--- config.mk ---
export PLATFORM = sky130hd
export DESIGN_NAME = fetch_unit
export DESIGN_NICKNAME = d
export VERILOG_FILES = /design/src/rtl/fetch_unit.sv
export SDC_FILE = /design/constraint.sdc
export NUM_CORES = 1
export LEC_CHECK = 0
export ABC_AREA = 1
export BUFFER_PORTS_ARGS = -buffer_cell sky130_fd_sc_hd__buf_2
export CORE_MARGIN = 2
export CORE_UTILIZATION = 63
export CTS_CLUSTER_DIAMETER = 60
export DETAILED_ROUTE_END_ITERATION = 7
export PLACE_DENSITY_LB_ADDON = 0.05
export SKIP_LAST_GASP = 1
export SYNTH_ARGS = -nofsm -noshare
export SYNTH_HDL_FRONTEND = slang
export SYNTH_SLANG_ARGS = --single-unit
--- constraint.sdc ---
create_clock -name clk -period 7.2 [get_ports clk]
set_clock_uncertainty 0.1 [all_clocks]
set_input_delay 1.44 -clock clk [delete_from_list [all_inputs] [get_ports clk]]
set_output_delay 1.44 -clock clk [all_outputs]
set_load 0.05 [all_outputs]
--- src/rtl/fetch_unit.sv ---
// fetch_unit: RV32 instruction fetch stage. Owns the PC, issues word reads
// over a req/gnt/rvalid handshake, and buffers in-order responses in a small
// credit-managed queue presented to decode as {inst, inst_pc} with valid/ready.
module fetch_unit #(
  parameter logic [31:0] RESET_PC = 32'h0000_0000,
  parameter int          DEPTH    = 4
) (
  input  logic        clk,
  input  logic        reset,
  output logic        imem_req,
  output logic [31:0] imem_addr,
  input  logic        imem_gnt,
  input  logic        imem_rvalid,
  input  logic [31:0] imem_rdata,
  input  logic        redirect,
  input  logic [31:0] redirect_pc,
  output logic        inst_valid,
  output logic [31:0] inst,
  output logic [31:0] inst_pc,
  input  logic        inst_ready
);

  localparam int AW = $clog2(DEPTH);
  localparam int CW = AW + 1;
  localparam int SW = CW + 1;
  localparam logic [AW-1:0] PTR_ONE = AW'(1);
  localparam logic [CW-1:0] CNT_ONE = CW'(1);
  localparam logic [SW-1:0] DEPTH_W = SW'(DEPTH);

  logic [31:0]   r_fetch_pc;
  logic [31:0]   r_resp_pc;
  logic [CW-1:0] r_outstanding;
  logic [CW-1:0] r_discard;
  logic [CW-1:0] r_count;
  logic [AW-1:0] r_rd_ptr;
  logic [AW-1:0] r_wr_ptr;
  logic [31:0]   r_q_pc   [DEPTH];
  logic [31:0]   r_q_data [DEPTH];

  logic [SW-1:0] w_credits_used;
  logic [31:0]   w_redirect_pc;
  logic          w_grant;
  logic          w_push;
  logic          w_pop;

  // Every in-flight read and every buffered word holds one queue slot, so the
  // queue can never overflow when a response lands.
  assign w_credits_used = {1'b0, r_outstanding} + {1'b0, r_count};
  assign w_redirect_pc  = redirect_pc & ~32'd3;

  assign imem_req  = reset && !redirect && (w_credits_used < DEPTH_W);
  assign imem_addr = r_fetch_pc;
  assign w_grant   = imem_req && imem_gnt;

  // A redirect voids both the arriving word and any pop in the same cycle.
  assign w_push = reset && imem_rvalid && (r_discard == '0) && !redirect;
  assign w_pop  = reset && inst_valid && inst_ready && !redirect;

  assign inst_valid = (r_count != '0);
  assign inst       = inst_valid ? r_q_data[r_rd_ptr] : '0;
  assign inst_pc    = inst_valid ? r_q_pc[r_rd_ptr]   : '0;

  // Control state: PCs, credit counters, queue pointers; redirect wins.
  always_ff @(posedge clk) begin
    if (!reset) begin
      r_fetch_pc    <= RESET_PC;
      r_resp_pc     <= RESET_PC;
      r_outstanding <= '0;
      r_discard     <= '0;
      r_count       <= '0;
      r_rd_ptr      <= '0;
      r_wr_ptr      <= '0;
    end else if (redirect) begin
      r_fetch_pc <= w_redirect_pc;
      r_resp_pc  <= w_redirect_pc;
      r_count    <= '0;
      r_rd_ptr   <= '0;
      r_wr_ptr   <= '0;
      // Stale reads still in flight after this cycle must be dropped on return.
      if (imem_rvalid) begin
        r_outstanding <= r_outstanding - CNT_ONE;
        r_discard     <= r_outstanding - CNT_ONE;
      end else begin
        r_discard     <= r_outstanding;
      end
    end else begin
      if (w_grant) r_fetch_pc <= r_fetch_pc + 32'd4;

      unique case ({w_grant, imem_rvalid})
        2'b10:   r_outstanding <= r_outstanding + CNT_ONE;
        2'b01:   r_outstanding <= r_outstanding - CNT_ONE;
        default: r_outstanding <= r_outstanding;
      endcase

      if (imem_rvalid && (r_discard != '0)) r_discard <= r_discard - CNT_ONE;

      if (w_push) begin
        r_resp_pc <= r_resp_pc + 32'd4;
        r_wr_ptr  <= r_wr_ptr + PTR_ONE;
      end
      if (w_pop) r_rd_ptr <= r_rd_ptr + PTR_ONE;

      unique case ({w_push, w_pop})
        2'b10:   r_count <= r_count + CNT_ONE;
        2'b01:   r_count <= r_count - CNT_ONE;
        default: r_count <= r_count;
      endcase
    end
  end

  // Queue payload write.
  // NOTE: payload storage is not reset; r_count alone defines which entries
  // are valid, and outputs are gated to 0 while the queue is empty.
  always_ff @(posedge clk) begin
    if (w_push) begin
      r_q_pc[r_wr_ptr]   <= r_resp_pc;
      r_q_data[r_wr_ptr] <= imem_rdata;
    end
  end

  // A response with no read outstanding means the memory broke the protocol.
  a_rvalid_has_credit: assert property (
    @(posedge clk) disable iff (!reset) imem_rvalid |-> (r_outstanding != '0)
  );

endmodule

==> results of run 1 <==
==> cells by family (layout without fill, tap and decap cells) <==
| group | after synthesis | after routing | synth area share [%] |
|---|---|---|---|
| AO/OA/AOI/OAI | 325 | 325 | 11.4 |
| XOR/XNOR | 18 | 18 | 1.08 |
| adder cells (fa/ha/maj) | 14 | 14 | 1.25 |
| buffers and inverters | 168 | 321 | 4.87 |
| flip-flops | 323 | 323 | 61.2 |
| other | 1 | 4 | 0.0257 |
| AND/OR/NAND/NOR | 727 | 727 | 20.1 |
==> flip-flops by register name, summed over array words and instances (netlist names), named ones only <==
signal,cells
r_wr_ptr,2
imem_addr,30
r_outstanding,3
r_q_data,128
r_discard,3
r_count,3
r_q_pc,120
r_resp_pc,30
r_rd_ptr,2
==> placed cells by master, fill, tap and decap left out, types with 3 or more instances in the layout <==
cell type	n
a21oi_1	128
a31oi_1	9
buf_2	161
buf_4	10
clkbuf_1	6
clkbuf_16	31
clkbuf_8	9
clkinv_2	6
conb_1	4
dfxtp_1	73
edfxtp_1	248
ha_1	13
inv_1	85
inv_2	7
nand2_1	273
nand2_2	3
nand2_4	3
nand3_1	48
nand3b_1	11
nand4_1	5
nor2_1	369
nor2_4	6
o211ai_1	7
o21ai_0	173
xnor2_1	5
xor2_1	13
==> area by class of cell <==
| class | instances | area share (%) |
|---|---|---|
| repair buffers | 171 | 5.31 |
| clock buffers | 46 | 5.56 |
| inverters | 93 | 2.12 |
| clock inverters | 11 | 0.709 |
| flip-flops and latches | 323 | 54.0 |
| well taps | 285 | 2.15 |
| multi-input cells | 1088 | 30.1 |
==> per-layer routing <==
metal  vias up  routed length [um]
met4         0                 672
li1       5560                   -
met1      5362               14200
met3        45                2810
met2       471               17100
met5         -                   0
==> power groups by stage <==
| stage | clock network [mW] | logic, mW | registers, mW |
|---|---|---|---|
| finish | 1.62 | 0.298 | 2.10 |
| detailed placement | 0 | 0.295 | 2.14 |
| global route | 1.71 | 0.326 | 2.10 |
| floorplan | 0 | 0.182 | 2.16 |
| global placement | 0 | 0.287 | 2.13 |
| CTS | 1.64 | 0.297 | 2.10 |
==> critical path: cells and delay by family, from the launching register on <==
kind	cells	cell delay, ns
flops	1	0.51
buf+inv	3	1.60
compound gates	2	0.53
==> stage by stage <==
stage          area, um2  cells  hold slack (ns)  setup slack [ns]
3_5_place_dp       15500   1960            0.352              2.35
4_1_cts            16600   2017            0.370              2.41
2_1_floorplan      14600   1579            0.336              1.86
5_1_grt            16600   2017            0.410              2.22
6_report           16600   2017            0.370              2.42
3_3_place_gp       15500   1960            0.341              2.39
==> path summary, 6_finish.rpt <==
kind	startpoint	to	slack, ns	cells after the start
max	register	inst_pc[21]	2.42	5
max reg2reg	r_discard[0]$_SDFFE_PN0P_	r_q_data[2][14]$_DFFE_PP_	4.01	7
min reg2reg	r_rd_ptr[1]$_SDFFE_PP0P_	register	0.37	2
min	r_rd_ptr[1]$_SDFFE_PP0P_	register	0.37	2
==> metrics.md, run 1 <==
| Metric | Value |
|---|---|
| Status | `complete, no violations` |
| P_leak | `6.38 nW` |
| # nets final | `between 1500 and 2000` |
| Final Slew Violations | `0` |
| CP Class | `register to primary output` |
| Antenna violations before repair | `0` |
| Total net switching power | `between 0.9 and 1 mW` |
| Int Power | `3.09 mW` |
| Crit Path Max Fanout | `80` |
| Total power | `4.02 mW` |
| CTS resizes | `0` |
| Fraction of power consumed by combinational cells | `7.4%` |
| Avg Cell Area, Syn | `9.27 um2` |
| Hold Crit Class | `register to register` |
| Syn Inst Count | `1576` |
| Synthesized flop and latch total | `323` |
| Synth area leader | `edfxtp_1` |
| FMAX | `0.209 GHz` |
| ANT cells | `0` |
| Crit path largest cell delay | `0.70 ns` |
| Post-Syn Area | `14600 um2` |
| Clock sinks | `about 320` |
| Register Area | `8950 um2` |
| Setup TNS | `0 ns` |
| Clock buffer count from CTS | `31` |
| Area Growth Syn to Fin | `13.5%` |
| Pre-antenna DRT Iters | `5` |
| Met2 Use GR | `48.5%` |
| Max clock buf depth | `3` |
| Global-route wire length before repair | `54.0 mm` |
| Top cell type's share of synthesized area | `approximately 50%` |
| Sequential share of the synthesized area | `between 60% and 70%` |
| Async set-or-reset flop fraction in the synthesized netlist | `0%` |
| Wire per inst | `between 15 and 20 um` |
| H-Tree Depth | `1` |
| I/O pins | `about 170` |
| Synth area leaders | `edfxtp_1 (51%), dfxtp_1 (10%), nor2_1 (9.6%)` |
| CTS tree | `yes` |
| Slew of the pin with the lowest slew margin | `0.931 ns` |
| DPL Wire Length | `between 20 and 25 mm` |
| WP data required | `around 5.7 ns` |
| Sw Ratio | `between 20% and 30%` |
| Slew headroom | `37.9%` |
| Clock Latency Late Sink | `0.55 ns` |
| Core Area | `22700 um2` |
| Post-Route WL | `34.8 mm` |
| Iter 0 DRT Violations | `934` |
| Clock-pin slew on the worst setup and hold paths | `roughly 0.06 ns` |
| Die area | `around 24000 um2` |
| Gr ovfl total | `0` |
| Total number of vias | `11438` |
| Buffers on Ports | `161` |
| Clk pwr share | `40.4%` |
| Post-synth top cells | `nor2_1 (373), nand2_1 (273), edfxtp_1 (248), o21ai_0 (173), a21oi_1 (128)` |
| Setup violations, final | `0` |
| Via density | `between 5 and 6` |
| Worst VDD drop | `0.139 mV` |
| Largest net degree at the start of global routing | `81` |
| Synth warn | `0` |
| Number of enable flip-flop cells after synthesis | `248` |
| Met1 usage in global routing | `37.3%` |
| Die W | `156 um` |
| Filler cells | `1683` |
| Root Buffer | `clkbuf_16` |
| # rows | `55` |
| Most common cell in the netlist | `nor2_1` |
| Cell Pwr Density | `242 nW/um2` |
| Worst EP arrival | `roughly 3.2 ns` |
| Sequential power share | `52.2%` |
| Routability cong. | `about 1.0` |
| Vias in the first global route | `10736` |
| Final core occ | `73.0%` |
| Hold buffers post-CTS | `0` |
| RSZ-0062 raised after global routing | `no` |
| Crit path max-delay cell type | `buf_4` |
| Startpoint types | `register` |
| DRC | `0` |
| Min cycle time layout | `4.78 ns` |
| Final ANT Viol Nets | `0` |
| Critical-path cell list | `inv_2 > buf_4 > o21ai_0 > a21oi_1 > buf_2` |
| Height of the die | `156 um` |
| Grt met3 use | `3.43%` |
| Main synth FF type | `edfxtp_1` |
| Distinct cell type count of the synthesized netlist | `39` |
| Final hold vios | `0` |
| GRT Total Usage | `28.1%` |
| Tcrit/Tclk final | `66.4%` |
| Worst Setup End Kind | `primary output` |
| GR peak layer | `met2` |
| Initial core utilization | `64.3%` |
| Post-CTS Setup Bufs | `0` |
| # Max-Cap Violations | `0` |
| Layout cell share with drive strength beyond 1 | `14.5%` |
| Area of the multi-input gates | `5000 um2` |
Note: power is estimated with default switching activity, not from simulation.
==> run 2, diff against run 1 <==
--- a/config.mk
+++ b/config.mk
@@ -5,10 +5,10 @@
 export SDC_FILE = /design/constraint.sdc
 export NUM_CORES = 1
 export LEC_CHECK = 0
-export ABC_AREA = 1
+export ABC_AREA = 0
 export BUFFER_PORTS_ARGS = -buffer_cell sky130_fd_sc_hd__buf_2
 export CORE_MARGIN = 2
-export CORE_UTILIZATION = 63
+export CORE_UTILIZATION = 52
 export CTS_CLUSTER_DIAMETER = 60
 export DETAILED_ROUTE_END_ITERATION = 7
 export PLACE_DENSITY_LB_ADDON = 0.05
==> constraint.sdc (replaced) <==
create_clock -name clk -period 4.2 [get_ports clk]
set_clock_uncertainty 0.1 [all_clocks]
set_input_delay 0.84 -clock clk [delete_from_list [all_inputs] [get_ports clk]]
set_output_delay 0.84 -clock clk [all_outputs]
set_load 0.05 [all_outputs]
==> run 2 against run 1 <==
  * Hold slack improved by 0.021 ns
  * First-iteration DRC count decreased by 36%
  * Register-to-register slack got worse by 2.6 ns
  * Cell count decreased by 29%
  * Via count decreased by 29%
  * Combinational power increased by 38%
  * Cell area decreased by 4.8%
  * Power increased by 70%
  * Flip-flop and latch count unchanged
  * Non-clock buffer count increased by 7
  * Global-route usage decreased by 7.3 points
  * Setup slack got worse by 1.6 ns
  * Critical endpoint is now inst_pc[24]
  * Largest cell class unchanged
==> metrics.md, run 2 <==
| Metric | Value |
|---|---|
| Status | `complete, no violations (unchanged)` |
| Buffers on Ports | `161 (unchanged)` |
| Avg Cell Area, Syn | `14.7 um2 (was 9.27 um2)` |
| Worst Setup End Kind | `primary output (unchanged)` |
| Biggest register | `r_q_data (unchanged)` |
| Syn Inst Count | `923 (was 1576)` |
| WP data required | `3.26 ns (was 5.66 ns)` |
| Synth area leaders | `edfxtp_1 (55%), dfxtp_1 (11%), mux4_2 (10%) (was edfxtp_1 (51%), dfxtp_1 (10%), nor2_1 (9.6%))` |
| # Max-Cap Violations | `0 (unchanged)` |
| Worst EP arrival | `2.46 ns (was 3.24 ns)` |
| CP Class | `register to primary output (unchanged)` |
| Setup TNS | `0 ns (unchanged)` |
| Post-CTS Setup Bufs | `0 (unchanged)` |
| Cell Pwr Density | `432 nW/um2 (was 242 nW/um2)` |
| P_leak | `5.50 nW (was 6.38 nW)` |
| ANT cells | `0 (unchanged)` |
| Clock-pin slew on the worst setup and hold paths | `0.06 ns (about the same)` |
| Final Slew Violations | `0 (unchanged)` |
| Area Growth Syn to Fin | `16.7% (was 13.5%)` |
| # nets final | `1165 (was 1792)` |
| Post-synth top cells | `edfxtp_1 (248), dfxtp_1 (75), and2_1 (69), mux4_2 (62), nand2_1 (46) (was nor2_1 (373), nand2_1 (273), edfxtp_1 (248), o21ai_0 (173), a21oi_1 (128))` |
| Layout cell share with drive strength beyond 1 | `27.6% (was 14.5%)` |
| Tcrit/Tclk final | `80.9%` |
| Setup violations, final | `0 (unchanged)` |
| Iter 0 DRT Violations | `596 (was 934)` |
| CTS tree | `yes (unchanged)` |
| Async set-or-reset flop fraction in the synthesized netlist | `0% (unchanged)` |
| Crit Path Max Fanout | `48 (was 80)` |
| Crit path largest cell delay | `0.86 ns (was 0.70 ns)` |
| Core Area | `25800 um2 (was 22700 um2)` |
| Top cell type's share of synthesized area | `55.0% (was 51.0%)` |
| Total number of vias | `8143 (was 11438)` |
| Filler cells | `2044 (was 1683)` |
| Initial core utilization | `52.4% (was 64.3%)` |
| Sequential share of the synthesized area | `66.1% (was 61.2%)` |
| Crit path max-delay cell type | `or3_2 (was buf_4)` |
| Hold buffers post-CTS | `0 (unchanged)` |
| Routability cong. | `0.801 (was 0.996)` |
| Clock buffer count from CTS | `34 (was 31)` |
| H-Tree Depth | `2 (was 1)` |
| Max reg flops | `128 (unchanged)` |
| CTS resizes | `0 (unchanged)` |
| Post-Route WL | `28.1 mm (was 34.8 mm)` |
| Final hold vios | `0 (unchanged)` |
| Height of the die | `165 um (was 156 um)` |
| Global-route wire length before repair | `43.8 mm (was 54.0 mm)` |
| Pre-antenna DRT Iters | `5 (unchanged)` |
| DRC | `0 (unchanged)` |
| Gr ovfl total | `0 (unchanged)` |
| Synth area leader | `edfxtp_1 (unchanged)` |
| Final ANT Viol Nets | `0 (unchanged)` |
| Hold Crit Class | `register to register (unchanged)` |
| Via density | `5.65 (was 5.67)` |
| Slew headroom | `28.3% (was 37.9%)` |
| Wire per inst | `19.5 um (was 17.2 um)` |
| Worst VDD drop | `0.294 mV (was 0.139 mV)` |
| Max clock buf depth | `3 (unchanged)` |
| Distinct cell type count of the synthesized netlist | `59 (was 39)` |
| DPL Wire Length | `17.4 mm (was 21.7 mm)` |
| RSZ-0062 raised after global routing | `no (unchanged)` |
| Vias in the first global route | `7963 (was 10736)` |
| I/O pins | `168 (unchanged)` |
| Total power | `6.82 mW (was 4.02 mW)` |
| Clock Latency Late Sink | `0.50 ns (was 0.55 ns)` |
| Clock sinks | `323 (unchanged)` |
| Most common cell after layout, fill and taps aside | `edfxtp_1 (was nor2_1)` |
| GRT Total Usage | `20.8% (was 28.1%)` |
| Most common cell in the netlist | `edfxtp_1 (was nor2_1)` |
| # rows | `59 (was 55)` |
| Most frequent cells in the layout | `edfxtp_1 (248), buf_2 (161), dfxtp_1 (73) (was nor2_1 (369), nand2_1 (273), edfxtp_1 (248))` |
| Slew of the pin with the lowest slew margin | `1.08 ns (was 0.931 ns)` |
| FMAX | `0.294 GHz` |
| Critical-path cell list | `or3_2 > buf_4 > and2_1 > buf_2 (was inv_2 > buf_4 > o21ai_0 > a21oi_1 > buf_2)` |
| Antenna violations before repair | `1 (was 0)` |
| Number of enable flip-flop cells after synthesis | `248 (unchanged)` |
| Main synth FF type | `edfxtp_1 (unchanged)` |
| Min cycle time layout | `3.40 ns` |
| Largest net degree at the start of global routing | `63 (was 81)` |
| Largest regs | `r_q_data: 128 flops, r_q_pc: 120 flops (unchanged)` |
| Post-Syn Area | `13500 um2 (was 14600 um2)` |
| Synth warn | `0 (unchanged)` |
| Die area | `27300 um2 (was 24400 um2)` |
| Root Buffer | `clkbuf_16 (unchanged)` |
| Die W | `165 um (was 156 um)` |
| Synthesized flop and latch total | `323 (unchanged)` |
| Startpoint types | `register (unchanged)` |
## run 2: cell families (layout without fill, tap and decap cells)
family / after synthesis / in the layout / synth area share (%)
DFF: 323 / 323 / 66.1
and+or+nand+nor: 267 / 267 / 11.2
AOI/OAI and AO/OA: 134 / 134 / 5.79
buffers and inverters: 79 / 258 / 2.40
muxes: 66 / 66 / 10.6
xor gates and xnor gates: 39 / 39 / 2.52
adders and majority gates: 14 / 14 / 1.35
other: 1 / 4 / 0.0277
## run 2: layer usage
metal	GRT usage, %	up-vias	part of all wire (%)	wire length [um]
met5	0	-	0	0
met1	29.6	4002	45	12800
met3	4.72	27	6.7	1870
met4	4.47	0	1.3	354
met2	33.1	245	47	13100
li1	-	3869	-	-
## run 2: critical path: cells and delay by family, from the launching register on
kind                   cells  cell delay (ns)
and+or+nand+nor            2             1.02
buffers and inverters      2             0.57
DFF                        1             0.34
## run 2: path summary, 6_finish.rpt
check	startpoint	endpoint	slack, ns	cells past startpoint
worst max-delay path	r_count[2]$_SDFFE_PP0P_	inst_pc[24]	0.80	4
worst min-delay path	r_wr_ptr[0]$_SDFFE_PP0P_	r_wr_ptr[0]$_SDFFE_PP0P_	0.39	2
worst max register to register	r_count[0]$_SDFFE_PP0P_	r_count[2]$_SDFFE_PP0P_	1.36	8
worst min register to register	r_wr_ptr[0]$_SDFFE_PP0P_	r_wr_ptr[0]$_SDFFE_PP0P_	0.39	2
## run 2: area by class of cell
class	count	area [um2]	share of cell area (%)
Sequential cell	323	8950	56.7
Multi-Input combinational cell	524	4280	27.1
Inverter	20	75.1	0.475
Timing Repair Buffer	178	1010	6.39
Clock buffer	44	952	6.03
Clock inverter	16	103	0.650
Tap cell	335	419	2.65
## run 2: through the flow
stage | worst slack [ns] | hold slack (ns) | area, um2 | std cells | util [%]
after floorplan | 0.777 | 0.366 | 13500 | 926 | -
after global routing | 0.636 | 0.426 | 15800 | 1440 | 61.1
after CTS | 0.710 | 0.398 | 15800 | 1440 | 61.1
after detailed placement | 0.989 | 0.388 | 14700 | 1380 | 57.0
final | 0.801 | 0.391 | 15800 | 1440 | 61.1
after global placement | 1.04 | 0.378 | 14700 | 1380 | 57.0
## run 2: where the power goes
part / switching [mW] / leakage (nW) / internal (mW)
Combinational: 0.271 / 2.12 / 0.140
Sequential: 0.0814 / 2.87 / 3.51
Clock: 1.16 / 0.515 / 1.66
Total: 1.51 / 5.50 / 5.31
